File: src/rtl/cl_unpacker.sv
// Cache-line unpacker: pops 512-bit lines from the DMA read FIFO and
// streams them out as truncated words, least-significant word first.
module cl_unpacker #(
   parameter int CL_DATA_WIDTH = 512,
   parameter int WORD_WIDTH    = 32,
   parameter int OUT_WIDTH     = 20,
   parameter int SIZE_WIDTH    = 65
) (
   input  logic                     clk,
   input  logic                     rst,
   input  logic                     go,
   input  logic [SIZE_WIDTH-1:0]    num_lines,
   input  logic                     rd_empty,
   input  logic [CL_DATA_WIDTH-1:0] rd_data,
   output logic                     rd_en,
   output logic                     out_valid,
   input  logic                     out_ready,
   output logic [OUT_WIDTH-1:0]     out_data,
   output logic                     out_last,
   output logic                     busy,
   output logic                     done
);

   localparam int WORDS_PER_CL = CL_DATA_WIDTH / WORD_WIDTH;
   localparam int CW = $clog2(WORDS_PER_CL + 1);

   typedef enum logic [1:0] {
      IDLE,
      RUN,
      DONE
   } state_t;

   state_t                   state_r;
   logic [CL_DATA_WIDTH-1:0] buf_r;
   logic [CW-1:0]            words_r;
   logic [SIZE_WIDTH-1:0]    left_r;

   logic xfer;
   logic last_word;
   logic lines_left;
   logic load;

   assign xfer       = out_valid && out_ready;
   assign last_word  = (words_r == CW'(1));
   assign lines_left = (left_r != '0);

   // Refill either when empty or while the final word of the line leaves,
   // so consecutive lines stream without a bubble.
   assign load = (state_r == RUN)
              && ((words_r == '0) || (last_word && xfer))
              && lines_left
              && !rd_empty;

   assign rd_en     = load;
   assign out_valid = (words_r != '0);
   assign out_data  = buf_r[OUT_WIDTH-1:0];
   assign out_last  = out_valid && last_word && !lines_left;
   assign busy      = (state_r == RUN);
   assign done      = (state_r == DONE);

   always_ff @(posedge clk or posedge rst) begin
      if (rst) begin
         state_r <= IDLE;
         buf_r   <= '0;
         words_r <= '0;
         left_r  <= '0;
      end else begin
         case (state_r)
            IDLE, DONE: begin
               if (go) begin
                  left_r  <= num_lines;
                  words_r <= '0;
                  buf_r   <= '0;
                  state_r <= (num_lines == '0) ? DONE : RUN;
               end
            end
            RUN: begin
               if (load) begin
                  buf_r   <= rd_data;
                  words_r <= CW'(WORDS_PER_CL);
                  left_r  <= left_r - SIZE_WIDTH'(1);
               end else if (xfer) begin
                  buf_r   <= buf_r >> WORD_WIDTH;
                  words_r <= words_r - CW'(1);
               end
               if (xfer && out_last)
                  state_r <= DONE;
            end
            default: state_r <= IDLE;
         endcase
      end
   end

endmodule

File: config.mk
export PLATFORM = sky130hd
export DESIGN_NAME = cl_unpacker
export DESIGN_NICKNAME = d
export VERILOG_FILES = /design/src/rtl/cl_unpacker.sv
export SDC_FILE = /design/constraint.sdc
export NUM_CORES = 1
export LEC_CHECK = 0
export BUFFER_PORTS_ARGS = -buffer_cell sky130_fd_sc_hd__buf_2
export CAP_MARGIN = 30
export CORE_AREA = 2 2 234 236
export DETAILED_ROUTE_END_ITERATION = 8
export DIE_AREA = 0 0 236 238
export PLACE_DENSITY = 0.62
export SYNTH_ARGS = -nofsm -noshare
export SYNTH_HDL_FRONTEND = slang
export SYNTH_SLANG_ARGS = --single-unit
export TNS_END_PERCENT = 30
File: constraint.sdc
create_clock -name clk -period 23.6 [get_ports clk]
set_clock_uncertainty 0.1 [all_clocks]
set_input_delay 2.36 -clock clk [delete_from_list [all_inputs] [get_ports clk]]
set_output_delay 2.36 -clock clk [all_outputs]
set_load 0.02 [all_outputs]
==> metrics.cfg <==
[status]
status=completed

[detailed_routing]
wl_per_cell_um=24.1
drt_iter0_drc=1538
dr.pass1.iters=5
wirelength_um=66400
via_per_inst=5.91
remaining_drc_errors=0
final_antenna_net_count=0
via_count=16300

[clock_network]
insertion_delay_ns=0.59
root_buffer=clkbuf_16
numCtsBuffers=46
cts_hold_buf=0
cts_tree=done
post-cts-setup-buffer-count=0
clk_path_buf_depth=3
cts_sinks=392
clk_pin_slew_ns=0.06
htreeDepth=2
cts_resized=0

[critical_path]
crit_buf_inv=3
critPathKind=primary input to primary output
crit_fanout=111
cp_common_cell=buf_2
cp_data_arrival_time_ns=4.13
rr_worst_depth=11
cp_slowest_cell=inv_8
r2r-end=buf_r[289]$_DFFE_PP0P_
cp_cell_sequence=buf_2 > a21oi_1 > nor4_1 > o31ai_4 > inv_8 > buf_2
r2r_start=left_r[0]$_DFFE_PP0P_
regToRegSetupSlack_ns=18.65
crit_required_ns=21.14
critPathMaxStageDelay_ns=0.46
path_delay_family=buffers and inverters
end_kind=primary output
worstSetupStartpointType=primary input

[global_routing]
grt_start_max_net_pins=244
antenna_found_initial=36
grt_pass1_wl_um=99400
grt_pass1_vias=15700
globalRouteTotalUtil_pct=23.0
gr-total-overflow=0

[die]
dieArea_um2=56200
core-area_um2=53500
die_w_um=236
die_height_um=238
initial_core_util_pct=35.4
pin_count=607
rows=85

[power]
ir_drop_uv=121
p_per_area_nw_per_um2=125
leakagePower_nw=11.5

[logic_synthesis]
synthDistinctLibCells=57
synthXorXnorAreaFrac_pct=0.0925
async_flop_share_pct=100
ys.flop_type=dfrtp_1
synthSimpleGateAreaFrac_pct=15.2
syn_inst=1714
synth_fa_ha_area_share_pct=0.264
synth_edf_count=0
ys_seq_area_share_pct=51.8
synth_compound_area_share_pct=24.1
syn_nets=2300
synth_mux_area_share_pct=3.57
ys_ff_latch=392
yosys_warnings=0
syn_avg_cell_area_um2=11.1
synth_top_family_by_area=compound AO/OA/AOI/OAI gates
syn_area_um2=18900

[final_layout]
multiInputGateArea_um2=8230
regArea_um2=9810
fillers=5127
drive_above_1_share_pct=28.7
mostFrequentLayoutCell=buf_2
final_cell_mix=buf_2 (414), dfrtp_1 (392), and3_1 (243)
syn2layout_area_growth_pct=21.7
fin_nets=2590
fin_cells=2758

[min_path]
hold_path_depth=1
hold_start=buf_r[482]$_DFFE_PP0P_
whs_endpoint=buf_r[482]$_DFFE_PP0P_
holdCritPathClass=flip-flop to flip-flop

[flow_run]
drv_cap=0

[timing]
slew_violations=0
tightest_slew_ns=1.22
max_freq_ghz=0.152
finalHoldViolations=0
period_share_pct=27.9
relSlewSlack_pct=18.8
min_period_ns=6.59
rsz0062_at_grt=no
setup_viol_count_final=0
finalSetupTns_ns=0

[place]
hpwl_um=45900
numPortBuffers=414
placed_cells=2651
routabilityCongestion=0.882

## synthesized netlist by cell type, drive strengths merged, types with 2 or more instances
cell	instances	area (um^2)
a211oi	2	20.0
a21o	3	22.5
a21oi	46	230
a221o	241	2410
a22o	91	797
a22oi	16	120
a2bb2oi	2	17.5
a31oi	11	68.8
a32oi	2	17.5
a41oi	5	43.8
and2	3	18.8
and3	244	1530
and4	2	17.5
buf	85	493
clkbuf	109	409
dfrtp	392	9810
ha	4	50.1
inv	9	33.8
mux2	60	676
nand2	44	165
nand2b	5	31.3
nand3	9	45.0
nand4	9	56.3
nor2	79	297
nor2b	2	12.5
nor3	36	180
nor4	42	263
o21a	5	37.5
o21ai	61	305
o22a	15	131
o22ai	4	25.0
o2bb2ai	17	149
o31a	3	26.3
o31ai	5	56.3
o41ai	5	43.8
or2	5	31.3
or3	20	130
or4	11	82.6
## layer usage
layer	up-vias	part of all wire [%]	GRT usage, %	routed length (um)
li1	7412	-	-	-
met1	8134	43	31.1	28500
met2	580	46	35.4	30400
met3	133	7.9	6.41	5220
met4	30	3.2	8.47	2140
met5	-	0.26	0	172
## per-stage QoR
| step | cell area [um^2] | setup WS, ns | power, mW | util [%] | hold slack, ns |
|---|---|---|---|---|---|
| finish | 23100 | 17.01 | 2.89 | 43.1 | 0.382 |
| global route | 23000 | 16.92 | 3.06 | 43.0 | 0.393 |
| CTS | 23000 | 17.02 | 2.90 | 42.9 | 0.385 |
| detailed placement | 21300 | 17.00 | 2.09 | 39.8 | 0.366 |
| global placement | 21200 | 17.02 | 2.05 | 39.6 | 0.368 |
| floorplan | 18900 | 10.24 | 1.82 | - | 0.348 |
## kinds of logic (layout without fill, tap and decap cells)
family	count (synthesis)	count (layout)
XOR/XNOR	2	2
flip-flops	392	392
AND/OR/NAND/NOR	514	514
buffers and inverters	203	530
AO/OA/AOI/OAI	539	539
multiplexers	60	60
adder cells (fa/ha/maj)	4	4
other	0	21
## registers in the layout (all words and copies together), names as in the netlist
register and cells:
words_r 5, buf_r 320, state_r 2, left_r 65
## worst max-delay path by stage
stage	start	endpoint	slack (ns)	cells past startpoint
global placement	out_ready	rd_en	17.02	6
detailed placement	out_ready	rd_en	17.00	6
CTS	out_ready	rd_en	17.02	6
global route	out_ready	rd_en	16.92	6
floorplan	rst	buf_r[0]$_DFFE_PP0P_	10.24	1
finish	out_ready	rd_en	17.01	6
## final cells by class
cell class	instances	share of cell area (%)
antenna	21	0.228
clock buffer	71	6.01
clock inverter	14	1.36
inverter	9	0.212
multi-input combinational	1119	35.7
sequential	392	42.5
tap	696	3.78
timing repair buffer	436	10.2
## report_power, final
| group | switching [mW] | internal [mW] | leakage (nW) |
|---|---|---|---|
| Clock | 0.303 | 0.494 | 0.828 |
| Sequential | 0.162 | 0.898 | 5.18 |
| Combinational | 0.604 | 0.426 | 5.49 |
No activity file was read; power rests on OpenSTA's default activity.
